==> src/rtl/rv32_pkg.sv <==
// Shared RV32 constants and fetch-stage types for the front-end pipeline.
package rv32_pkg;

  localparam logic [31:0] NOP_INSTR_DEF = 32'h0000_0013;
  localparam logic [31:0] RESET_PC_DEF  = 32'h0000_0000;

  localparam logic [6:0] OPC_OP_IMM = 7'b0010011;
  localparam logic [6:0] OPC_BRANCH = 7'b1100011;
  localparam logic [6:0] OPC_JAL    = 7'b1101111;
  localparam logic [6:0] OPC_JALR   = 7'b1100111;

  typedef enum logic {
    BOOT = 1'b0,
    RUN  = 1'b1
  } fetch_state_e;

endpackage

==> src/rtl/sat_counter.sv <==
// Saturating up-counter with asynchronous active-low clear; holds at all-ones.
module sat_counter #(
  parameter int unsigned CNT_W = 32
) (
  input  logic             clk,
  input  logic             rst_n,
  input  logic             i_inc,
  output logic [CNT_W-1:0] o_count
);

  logic [CNT_W-1:0] r_count;

  always_ff @(posedge clk or negedge rst_n) begin
    if (!rst_n) begin
      r_count <= '0;
    end else if (i_inc && (r_count != '1)) begin
      r_count <= r_count + 1'b1;
    end
  end

  assign o_count = r_count;

endmodule

==> src/rtl/if_stage.sv <==
// Instruction-fetch stage: owns the PC, drives a 1-cycle synchronous imem,
// and loads the IF/ID register with stall hold and redirect bubbles.
module if_stage
  import rv32_pkg::*;
#(
  parameter logic [31:0] RESET_PC  = RESET_PC_DEF,
  parameter logic [31:0] NOP_INSTR = NOP_INSTR_DEF,
  parameter int unsigned CNT_W     = 32
) (
  input  logic             clk,
  input  logic             rst_n,
  input  logic             stall_i,
  input  logic             redirect_i,
  input  logic [31:0]      redirect_pc_i,
  output logic [31:0]      imem_addr_o,
  output logic             imem_en_o,
  input  logic [31:0]      imem_rdata_i,
  output logic [31:0]      id_instr_o,
  output logic [31:0]      id_pc_o,
  output logic             id_valid_o,
  output logic             flush_o,
  output logic             misalign_o,
  output logic [CNT_W-1:0] fetch_cnt_o,
  output logic [CNT_W-1:0] stall_cnt_o,
  output logic [CNT_W-1:0] bubble_cnt_o
);

  fetch_state_e r_state, w_state_nxt;

  logic [31:0] r_pc;
  logic [31:0] r_id_instr;
  logic [31:0] r_id_pc;
  logic        r_id_valid;
  logic        r_flush;
  logic        r_misalign;

  logic [31:0] w_addr;
  logic        w_load_bubble;
  logic        w_load_fetch;
  logic        w_hold;

  always_ff @(posedge clk or negedge rst_n) begin
    if (!rst_n) r_state <= BOOT;
    else        r_state <= w_state_nxt;
  end

  // Redirect outranks stall for both the next address and the IF/ID update.
  always_comb begin
    w_state_nxt   = r_state;
    w_addr        = RESET_PC;
    w_load_bubble = 1'b0;
    w_load_fetch  = 1'b0;
    w_hold        = 1'b0;
    case (r_state)
      BOOT: begin
        w_state_nxt   = RUN;
        w_addr        = RESET_PC;
        w_load_bubble = 1'b1;
      end
      RUN: begin
        if (redirect_i) begin
          w_addr        = {redirect_pc_i[31:2], 2'b00};
          w_load_bubble = 1'b1;
        end else if (stall_i) begin
          w_addr = r_pc;
          w_hold = 1'b1;
        end else begin
          w_addr       = r_pc + 32'd4;
          w_load_fetch = 1'b1;
        end
      end
      default: begin
        w_state_nxt = BOOT;
      end
    endcase
  end

  always_ff @(posedge clk or negedge rst_n) begin
    if (!rst_n) begin
      r_pc       <= RESET_PC;
      r_id_instr <= NOP_INSTR;
      r_id_pc    <= '0;
      r_id_valid <= 1'b0;
      r_flush    <= 1'b0;
      r_misalign <= 1'b0;
    end else begin
      r_pc    <= w_addr;
      r_flush <= (r_state == RUN) && redirect_i;
      if ((r_state == RUN) && redirect_i && (redirect_pc_i[1:0] != 2'b00)) begin
        r_misalign <= 1'b1;
      end
      if (w_load_bubble) begin
        r_id_instr <= NOP_INSTR;
        r_id_pc    <= '0;
        r_id_valid <= 1'b0;
      end else if (w_load_fetch) begin
        r_id_instr <= imem_rdata_i;
        r_id_pc    <= r_pc;
        r_id_valid <= 1'b1;
      end
    end
  end

  sat_counter #(.CNT_W(CNT_W)) u_fetch_cnt (
    .clk     (clk),
    .rst_n   (rst_n),
    .i_inc   (w_load_fetch),
    .o_count (fetch_cnt_o)
  );

  sat_counter #(.CNT_W(CNT_W)) u_stall_cnt (
    .clk     (clk),
    .rst_n   (rst_n),
    .i_inc   (w_hold),
    .o_count (stall_cnt_o)
  );

  sat_counter #(.CNT_W(CNT_W)) u_bubble_cnt (
    .clk     (clk),
    .rst_n   (rst_n),
    .i_inc   (w_load_bubble),
    .o_count (bubble_cnt_o)
  );

  assign imem_addr_o = w_addr;
  assign imem_en_o   = 1'b1;
  assign id_instr_o  = r_id_instr;
  assign id_pc_o     = r_id_pc;
  assign id_valid_o  = r_id_valid;
  assign flush_o     = r_flush;
  assign misalign_o  = r_misalign;

endmodule
==> config.mk <==
export PLATFORM = sky130hd
export DESIGN_NAME = if_stage
export DESIGN_NICKNAME = d
export VERILOG_FILES = /design/src/rtl/rv32_pkg.sv /design/src/rtl/sat_counter.sv /design/src/rtl/if_stage.sv
export SDC_FILE = /design/constraint.sdc
export NUM_CORES = 1
export LEC_CHECK = 0
export CAP_MARGIN = 20
export CORE_ASPECT_RATIO = 1.1
export CORE_MARGIN = 8
export CORE_UTILIZATION = 48
export DETAILED_ROUTE_END_ITERATION = 7
export PLACE_DENSITY = 0.76
export SETUP_SLACK_MARGIN = 0.4
export SYNTH_ARGS = -nofsm -noshare
export SYNTH_HDL_FRONTEND = slang
export SYNTH_SLANG_ARGS = --single-unit
==> constraint.sdc <==
create_clock -name clk -period 2.2 [get_ports clk]
set_clock_uncertainty 0.05 [all_clocks]
set_input_delay 0.22 -clock clk [delete_from_list [all_inputs] [get_ports clk]]
set_output_delay 0.22 -clock clk [all_outputs]
set_load 0.01 [all_outputs]
## Word-level counts from Yosys, hierarchy flattened

Cells that the tools add are included.

| operators by class | value |
|---|---|
| $add $sub $neg | 4 |
| equality and inequality tests | 3 |
| mux-type cells | 17 |
| bitwise gates (word level) | 1 |
| reduce and logical (&&, ||, !) cells | 7 |

Operators by type and width:

| operator | count |
|---|---|
| 32-bit two-way mux | 6 |
| 32-bit by 1-bit adder with 32-bit output, second input constant | 3 |
| 32-bit inequality test, second input constant | 3 |
| 32-bit one-hot mux with 2 select lines | 1 |
| 32-bit by 3-bit adder with 32-bit output, second input constant | 1 |
| 1-bit two-way mux | 9 |
| 1-bit logical AND | 5 |
| 2-bit nonzero test | 2 |
| 1-bit one-hot mux with 2 select lines | 1 |
| 1-bit NOT | 1 |

| word-level totals | value |
|---|---|
| bits in registers | 196 |
| bits of input ports | 68 |
| output and inout bits | 196 |
| word-level logic and storage cells | 42 |

## Depth between registers and ports, before layout

| logic depth | value |
|---|---|
| depth after elaboration | 5 |
| gate-level depth with buffers | 8 |
| depth with buffers taken out | 6 |

## Modules after synthesis

Synthesis repeated with hierarchy kept, for this count alone.

| unflattened totals | value |
|---|---|
| cells, all modules | 890 |
| area, all modules | 9500.4 um^2 |

Modules (own cells, without submodules):

| module | instances | cells each | area an instance (um^2) | seq. area each (um^2) |
|---|---|---|---|---|
| sat_counter | 3 | 151 | 1624.1 | 800.8 |
| if_stage | 1 | 437 | 4628.2 | 2506.2 |

## Worst setup path after synthesis

Ideal clock, no wire load.

| timing | value |
|---|---|
| path kind | register -> register |
| start point | register u_fetch_cnt.r_count[0], in the netlist u_fetch_cnt.o_count[0] |
| end point | register u_fetch_cnt.r_count[6], in the netlist u_fetch_cnt.o_count[6] |
| arrival time | 1.774 ns |
| required time | 2.022 ns |
| setup slack | 0.248 ns |
| cell stages (with the launch flop) | 8 |
| path buffers | 1 |
| path through | dfrtp_1 ha_1 and4_1 buf_4 nand4bb_2 o31a_2 and3_1 xor2_1 |

| on the way | value |
|---|---|
| word-level cells in the longest chain between the ends | 2 |
| elaborated cells between the ends (all ways) | 3 |
| classes of those cells | add/sub: 1; eq/ne: 1; reduce/logical: 1 |

Ends and longest elaborated chain:

| element | RTL line | text |
|---|---|---|
| start, declared | sat_counter.sv:11 | `logic [CNT_W-1:0] r_count;` |
| start signal, assigned | sat_counter.sv:17 | `r_count <= r_count + 1'b1;` |
| parallel branches: the longest is 2 deep, another holds 32-bit by 1-bit adder with 32-bit output | -- |  |

Several ways; the timed one is not identified.
A chain may end at the register's enable or synchronous reset.

## Worst setup path after layout

| timing | value |
|---|---|
| start point | register r_pc[7] |
| end point | output imem_addr_o[19] |

| on the way | value |
|---|---|
| word-level cells in the longest chain between the ends | 4 |

Ends and longest elaborated chain:

| element | RTL line | text |
|---|---|---|
| start, declared | if_stage.sv:30 | `logic [31:0] r_pc;` |
| start signal, assigned | if_stage.sv:87 | `r_pc <= w_addr;` |
| 32-bit by 3-bit adder with 32-bit output | if_stage.sv:68 | `w_addr = r_pc + 32'd4;` |
| 32-bit two-way mux | if_stage.sv:64 | `end else if (stall_i) begin` |
| 32-bit two-way mux | if_stage.sv:61 | `if (redirect_i) begin` |
| 32-bit one-hot mux with 2 select lines | if_stage.sv:54 | `case (r_state)` |
| end, declared | if_stage.sv:15 | `output logic [31:0] imem_addr_o,` |

Every way passes these cells.

==> results.tsv <==
metric	value	unit
p_int	6.60	mW
antenna_found_initial	1	
stdcell_area	16100	µm²
core	19100	µm²
grt_overflow	0	
drtPass1Iterations	4	
grt_usage	0.253	
final_net_count	1432	
status	complete, but fails checks	
finalCritPeriodShare	1.18	
crit_end	imem_addr_o[19]	
seq_power_share	0.440	
route.detailed.drc	0	
cts_buffer_depth	2	
critical_path_class	reg2out	
leakage	7.87	nW
crit_family	simple AND/OR/NAND/NOR gates	
die_w	149	µm
ant_nets	0	
relSlewSlack	0.510	
slowest_delay	380	ps
postPlaceCellArea	13000	µm²
first_global_vias	8657	
slew_viol_final	0	
die_y	162	µm
cts_sinks	196	
clk_latency	450	ps
start_kind	flop	
peakVddDrop	751	µV
endpoint_kind	output port	
clk_pin_slew	70	ps
drt_iter0_drc	608	
fin_ws	-393	ps
worst_pin_slew	735	ps
io_pins	264	
hold_violations	0	
grt_max_degree	71	
rrSetupSlack	120	ps
max_freq	0.386	GHz
synth_area	9360	µm²
cts_htree_levels	4	
fin_crit	2590	ps
portBuffers	262	
rsz0062_at_grt	true	
r2r-start	u_fetch_cnt.o_count[1]$_DFFE_PN0P_	
maxCapViolations	0	
violations	negative setup slack	
ys_ff_latch	196	
cp_max_fo	3	
wl_per_cell	22.3	µm
worstPathRequired	1930	ps
dp_slack	-333	ps
worst-path-stages	6	
syn_inst	857	
start_util	0.490	
finalPower	9.51	mW
synth_area_leaders	dfrtp_1 (52%), mux2i_1 (6.8%), xnor2_1 (6.4%)	
wl	36.1	mm
clock_power_share	0.318	
setup_viol	22	
synth.top_cell.area_share	0.516	
power_switching	2.91	mW
critPathSlowestCell	or3_4	
cp.arrival	2320	ps
dp_hpwl	21.2	mm
worstPathCellList	and3_1 -> nand4_1 -> buf_4 -> or3_4 -> a311oi_2 -> buf_2	
synth-edff-count	0	
cts_root_buffer	clkbuf_16	
syn2layout_area_growth	71.5	%
p_sw_frac	0.306	
cts_made_buffers	17	
ys_types	60	
startpoint	r_pc[7]$_DFF_PN0_	
ys.flop_type	dfrtp_1	
r2r-end	u_fetch_cnt.o_count[26]$_DFFE_PN0P_	
cp_num_buf_inv	2	
yosys_warnings	0	
grt_first_pass_wirelength	48.6	mm
p_per_area	593	nW/µm²
die_area	24200	µm²
combPwrFrac	0.242	
vias	9093	
avgViaCountPerCell	5.61	
synth.avg_cell_area	10.9	µm²
synth-async-reset-ratio	1.00	
final_cell_mix	clkdlybuf4s50_1 (209), buf_4 (209), dfrtp_1 (156), nor2_1 (71), mux2i_1 (64)	
floorplan.rows	53	
cts_tree	done	
worstHoldPathType	in2async	
yosys.area.top_type	dfrtp_1	
reg2reg_depth	8	
layout-drive-gt1-share	0.399	
synth-seq-area-share	0.524	
finalWeightedCongestion	0.911	
[cell usage after synthesis, drive strengths merged, types with 2 or more instances]
cell     number
a2111oi       2
a21oi        18
a22o          2
and2         16
and3         28
and3b         2
and4         21
buf          22
clkbuf       16
dfrtp       193
dfstp         3
ha            4
inv          11
mux2          4
mux2i        64
nand2        57
nand2b        5
nand3        48
nand4        37
nand4b        2
nor2         85
nor2b         3
nor3         30
nor3b         2
nor4         12
o211a         5
o211ai        3
o21a          2
o21ai        25
o31ai         2
or3           6
xnor2        68
xor2         47
[metal layers]
layer | vias up | wire [µm] | track usage
met5 | - | 0 | 0
met4 | 0 | 1460 | 0.0937
met3 | 100 | 2600 | 0.0653
met2 | 437 | 18200 | 0.423
met1 | 4541 | 13800 | 0.310
li1 | 4015 | - | -
[worst min-delay path by stage]
stage,from,to,slack [ps],cells past startpoint
2_1_floorplan,rst_n,flush_o$_DFF_PN0_,-130,0
3_3_place_gp,rst_n,id_instr_o[13]$_DFFE_PN0P_,210,1
3_5_place_dp,rst_n,id_instr_o[19]$_DFFE_PN0P_,210,1
4_1_cts,imem_rdata_i[4],id_instr_o[4]$_DFFE_PN1P_,310,3
5_1_grt,imem_rdata_i[4],id_instr_o[4]$_DFFE_PN1P_,340,3
6_report,rst_n,id_instr_o[19]$_DFFE_PN0P_,300,2
[sequential cells by signal, indices dropped and copies added (netlist names)]
register	count
u_stall_cnt.o_count	32
misalign_o	1
id_instr_o	32
u_fetch_cnt.o_count	32
id_valid_o	1
r_state	1
r_pc	32
id_pc_o	32
flush_o	1
u_bubble_cnt.o_count	32
[timing repair]
item / 4_1_cts / 5_1_grt
cloned: 2 / 0
setup buffers: 82 / 77
setup endpoints to repair: 128 / 147
hold buffers: 1 / 0
endpoints found under the hold margin: 61 / 0
resized for setup: 270 / 186
pin swaps: 56 / 117
[cell type report]
class	instances	area, µm²
inverters	12	45.0
well taps	247	309
flip-flops and latches	196	4950
clock buffers	18	439
clock inverters	13	116
multi-input cells	614	5430
diodes	1	2.50
repair buffers	519	4760
fillers	977	3040
[per-stage QoR]
| stage | util | hold slack (ps) | std cells | TNS, ps |
|---|---|---|---|---|
| after floorplan | - | -126 | 858 | 0 |
| after global placement | 0.683 | 214 | 1426 | -3190 |
| after global routing | 0.841 | 337 | 1620 | -6130 |
| final | 0.841 | 300 | 1620 | -4330 |
| after CTS | 0.769 | 308 | 1542 | -3890 |
| after detailed placement | 0.683 | 214 | 1426 | -4640 |
[kinds of logic after synthesis]
family                     Yosys count  share of synthesized area
xor gates and xnor gates           115                      0.108
adders and majority gates            4                    0.00535
other                                1                   0.000401
and+or+nand+nor                    358                      0.214
buffers and inverters               50                     0.0251
DFF                                196                      0.524
AOI/OAI and AO/OA                   65                     0.0500
muxes                               68                     0.0733
[power groups by stage]
| stage | clock, mW | combinational [mW] | sequential (mW) |
|---|---|---|---|
| 2_1_floorplan | 0 | 0.585 | 4.29 |
| 3_3_place_gp | 0 | 1.69 | 4.23 |
| 3_5_place_dp | 0 | 1.72 | 4.23 |
| 4_1_cts | 3.04 | 1.99 | 4.13 |
| 5_1_grt | 3.23 | 2.43 | 4.22 |
| 6_report | 3.02 | 2.30 | 4.19 |
(Power assumes the default switching activity.)
==> RTL edit 1 (config.mk and constraints unchanged) <==
Register the output `bubble_cnt_o`, with the module's reset; this adds one clock of latency there. The other outputs are not delayed to match.
--- a/src/rtl/if_stage.sv
+++ b/src/rtl/if_stage.sv
@@ -26,2 +26,4 @@
 );
+
+  logic [CNT_W-1:0] bubble_cnt_d;
 
@@ -121,3 +123,3 @@
     .i_inc   (w_load_bubble),
-    .o_count (bubble_cnt_o)
+    .o_count (bubble_cnt_d)
   );
@@ -132,2 +134,10 @@
 
+  always_ff @(posedge clk or negedge rst_n) begin
+    if (!rst_n) begin
+      bubble_cnt_o <= '0;
+    end else begin
+      bubble_cnt_o <= bubble_cnt_d;
+    end
+  end
+
 endmodule
Check against the original RTL: not equivalent (Yosys sat finds a counterexample within 4 cycles, from zero or initial values and one cycle with rst_n low).
==> RTL edit 1 against the original RTL <==
Register-to-register slack worse by 0.37 ns. Critical path type unchanged. Final area up 4.7%. Routed wire length down 3.4%. Power up 12%. Critical endpoint is now imem_addr_o[28]. Count of clock-buffer cells in the layout up 19. Area after synthesis up 6.3%. Setup slack worse by 0.072 ns. The run still ends with setup timing left. Sequential cell count up 32.
==> RTL edit 1: results (changes against the original RTL) <==
| Metric | Value |
|---|---|
| Outcome | finished, violations left |
| Routed WL per cell | 21.0 um (-5.7%) |
| Distinct cells, synth | 46 (-23%) |
| Failing checks | setup timing |
| Clock Tree Buf Depth | 3 (+1) |
| Routed vias/inst | 5.44 (-3.0%) |
| Finished Layout Cells | 1660 (+2.5%) |
| DRT iter0 DRCs | 402 (-34%) |
| Synth area leaders | dfrtp_1, mux2i_1, xnor2_1 |
| Post-Place Setup Slack | -0.303 ns (+0.0298 ns) |
| Syn Inst Count | 895 (+4.4%) |
| Placed insts | 1478 (+3.6%) |
| Worst setup margin | -0.465 ns (-0.0719 ns) |
| Post-Synth Adder-Cell Area | 0.503% (-0.032 points) |
| Worst slew pin tran | 0.837 ns (+0.101 ns) |
| Sequential-to-total area share from yosys stat | 57.4% (+4.9 points) |
| Post-synth top cells | dfrtp_1, nor2_1, xnor2_1, mux2i_1, nand2_1 |
| Post-Synth XOR/XNOR Area | 9.95% (-0.81 points) |
| Final setup violation count | 26 (+18%) |
| Vias in the first global route | 9253 (+6.9%) |
| Critical-path top delay cell | dfrtp_1 |
| First-pass GRT wire length | 51300 um (+5.4%) |
| Antenna violations before repair | 0 (-1) |
| DPL Wire Length | 21200 um (+0.14%) |
| Placed Area | 0.0138 mm2 (+5.7%) |
| Compound-gate portion of the synthesized area | 3.42% (-1.6 points) |
| Proportion of synthesized area in mux cells | 7.32% (about the same) |
-- RTL edit 1: cell types whose count changed after synthesis, moves of 7 or more --
| cell | change |
|---|---|
| nand4_1 | +19 |
| buf_2 | -7 |
| and3_1 | -7 |
| o21ai_0 | +7 |
| nor2_1 | +10 |
| clkbuf_1 | +7 |
| nand2_1 | +8 |
| dfrtp_1 | +32 |
-- RTL edit 1: power by group through the flow --
stage	Sequential (mW)	Clock, mW	Combinational [mW]
2_1_floorplan	4.86	0	0.537
3_3_place_gp	4.79	0	1.56
3_5_place_dp	4.80	0	1.58
4_1_cts	4.72	3.84	1.84
5_1_grt	4.78	4.06	2.24
6_report	4.76	3.80	2.11
-- RTL edit 1: timing repair --
| item | 4_1_cts | 5_1_grt |
|---|---|---|
| endpoints found under the hold margin | 70 | 0 |
| resized for setup | 365 | 124 |
| setup buffers | 87 | 48 |
| hold buffers | 1 | 0 |
| pin swaps | 128 | 90 |
| endpoints found under the setup margin | 165 | 171 |
| cloned | 2 | 0 |
-- RTL edit 1: area by class of cell --
type,instances,area [um2],share of cell area (%)
Tap cell,256,320,1.91
Clock buffer,37,679,4.04
Multi-Input combinational cell,618,5270,31.4
Inverter,16,60.1,0.357
Timing Repair Buffer,498,4700,27.9
Clock inverter,7,48.8,0.290
Sequential cell,228,5730,34.1
-- RTL edit 1: per-layer routing --
| metal | vias to the layer above | wire, um | GRT usage [%] |
|---|---|---|---|
| met3 | 72 | 2510 | 6.89 |
| met2 | 313 | 17900 | 43.2 |
| li1 | 4087 | - | - |
| met4 | 0 | 1050 | 6.37 |
| met1 | 4563 | 13400 | 29.4 |
| met5 | - | 0 | 0 |
-- RTL edit 1: kinds of logic (layout without fill, tap and decap cells) --
group                    after synthesis  in the layout
AND/OR/NAND/NOR                      366            366
adder cells (fa/ha/maj)                4              4
XOR/XNOR                             113            113
AO/OA/AOI/OAI                         61             61
other                                  1              2
multiplexers                          72             72
buffers and inverters                 50            558
flip-flops                           228            228
-- RTL edit 1: final timing paths --
check,startpoint,endpoint,slack [ns],cells after the start
max in group asynchronous,rst_n,u_fetch_cnt.o_count[20],1.19,3
setup / recovery,r_pc[3],imem_addr_o[28],-0.47,8
min in group clk,redirect_pc_i[18],r_pc[18],0.23,3
hold / removal,rst_n,bubble_cnt_o[3],0.17,2
setup reg to reg,r_pc[3],r_pc[16],-0.25,15
hold reg to reg,u_bubble_cnt.o_count[27],bubble_cnt_o[27],0.39,0
-- RTL edit 1: worst reg2reg max path, stage by stage (launching register included) --
cell and delay (ns):
dfrtp_1 0.38, ha_2 0.19, and3b_2 0.22, nand4_1 0.14, buf_6 0.19, buf_6 0.12, nor2_4 0.08, xnor2_2 0.13
a21oi_2 0.08, buf_4 0.14, buf_6 0.10, buf_6 0.10, buf_6 0.11, buf_6 0.10, buf_6 0.10, buf_6 0.10
==> RTL edit 2 (same settings) <==
Made on the original files. `CNT_W` is set to 32 in 2 places; all go to 64.
--- a/src/rtl/sat_counter.sv
+++ b/src/rtl/sat_counter.sv
@@ -2,3 +2,3 @@
 module sat_counter #(
-  parameter int unsigned CNT_W = 32
+  parameter int unsigned CNT_W = 64
 ) (
--- a/src/rtl/if_stage.sv
+++ b/src/rtl/if_stage.sv
@@ -7,3 +7,3 @@
   parameter logic [31:0] NOP_INSTR = NOP_INSTR_DEF,
-  parameter int unsigned CNT_W     = 32
+  parameter int unsigned CNT_W     = 64
 ) (
Interface: changed (resized bubble_cnt_o, fetch_cnt_o and stall_cnt_o); port bits go from 264 to 360. The function was not compared with the original's and may differ.
==> RTL edit 2 against the original RTL <==
The run still ends with setup timing left. Sequential cell count increased by 96. Global-route usage increased by 8.5 points. Area after synthesis increased by 48%. Cell count increased by 59%. Routed wire length increased by 110%. Final area increased by 62%. Critical path depth increased by 2. Utilization increased by 7.3 points. Via count increased by 81%. Setup slack got worse by 0.23 ns. Combinational power increased by 31%. Fmax decreased by 8.2%. Power increased by 58%. Highest routed layer is now met5.
==> RTL edit 2: results (changes against the original RTL) <==
| Metric | Value |
|---|---|
| Overall Global Routing Usage | 33.8% (+8.5 points) |
| Peak supply drop | 1.24 mV (+65%) |
| Routed vias/inst | 6.40 (+14%) |
| Worst setup margin | -0.624 ns (-0.231 ns) |
| Crit path DAT | 3.19 ns (+0.87 ns) |
| Final setup violation count | 190 (+760%) |
| Vias in the first global route | 15903 (+84%) |
| Layout fillers | 915 (-6.3%) |
| Final WL | 75700 um (+110%) |
| Post-Place Setup Slack | -0.267 ns (+0.0658 ns) |
| Drt first pass iters | 6 (+2) |
| Outcome | finished, violations left |
| CTS buffer count | 34 (+17) |
| Antenna violations before repair | 2 (+1) |
| Distinct cells, synth | 59 (-1.7%) |
| CTS H-tree depth | 2 (-2) |
| Total Neg Setup Slack | -40.59 ns (-36.25 ns) |
| Crit path launch | u_fetch_cnt.o_count[38] |
| First-pass GRT wire length | 92600 um (+91%) |
| Failing checks | setup timing |
| Clock Tree Buf Depth | 3 (+1) |
| Psw | 4.29 mW (+47%) |
| Placed Area | 0.0208 mm2 (+60%) |
| Leakage | 12.5 nW (+58%) |
| Post-synth top cells | dfrtp_1, nor2_1, xor2_1, xnor2_1, nand2_1 |
RTL edit 2: layout make-up:
| type | count | area share, % |
|---|---|---|
| Timing Repair Buffer | 869 | 31.2 |
| Clock buffer | 49 | 3.95 |
| Multi-Input combinational cell | 956 | 34.0 |
| Clock inverter | 13 | 0.552 |
| Sequential cell | 292 | 28.1 |
| Tap cell | 368 | 1.77 |
| Inverter | 25 | 0.360 |
| Antenna cell | 3 | 0.0288 |
RTL edit 2: power groups by stage:
stage	clock network (mW)	logic (mW)	registers (mW)
after detailed placement	0	2.19	5.94
after global routing	6.29	3.12	5.90
after global placement	0	2.15	5.92
after floorplan	0	0.713	6.08
after CTS	5.96	2.53	5.82
final	6.10	3.02	5.89
RTL edit 2: repair_timing:
action / in CTS / in global routing
cloned: 5 / 1
pin swaps: 164 / 208
setup endpoints to repair: 362 / 427
gates resized for setup: 418 / 237
setup buffers: 127 / 70
hold buffers: 1 / 0
endpoints found under the hold margin: 65 / 0
RTL edit 2: cell families (layout without fill, tap and decap cells):
logic type | after synthesis | in the layout
buf+inv | 70 | 956
flops | 292 | 292
fa+ha+maj | 4 | 4
simple gates | 605 | 605
mux | 65 | 65
compound gates | 63 | 63
other cells | 1 | 5
xor+xnor | 217 | 217
RTL edit 2: metal layers:
layer  share of wire (%)  wire length, um  track usage (%)  vias to the layer above
met4                 8.5             6430             17.0                        2
met2                  48            36100             58.6                     1568
met1                  32            24400             38.1                     8010
met5               0.017               13                0                        -
li1                    -                -                -                     6335
met3                  11             8700             7.85                      558
RTL edit 2: metrics by stage:
| stage | cells | util [%] |
|---|---|---|
| after global placement | 2306 | 73.0 |
| after floorplan | 1318 | - |
| final | 2575 | 91.4 |
| after detailed placement | 2306 | 73.0 |
| after CTS | 2501 | 85.2 |
| after global routing | 2573 | 91.3 |
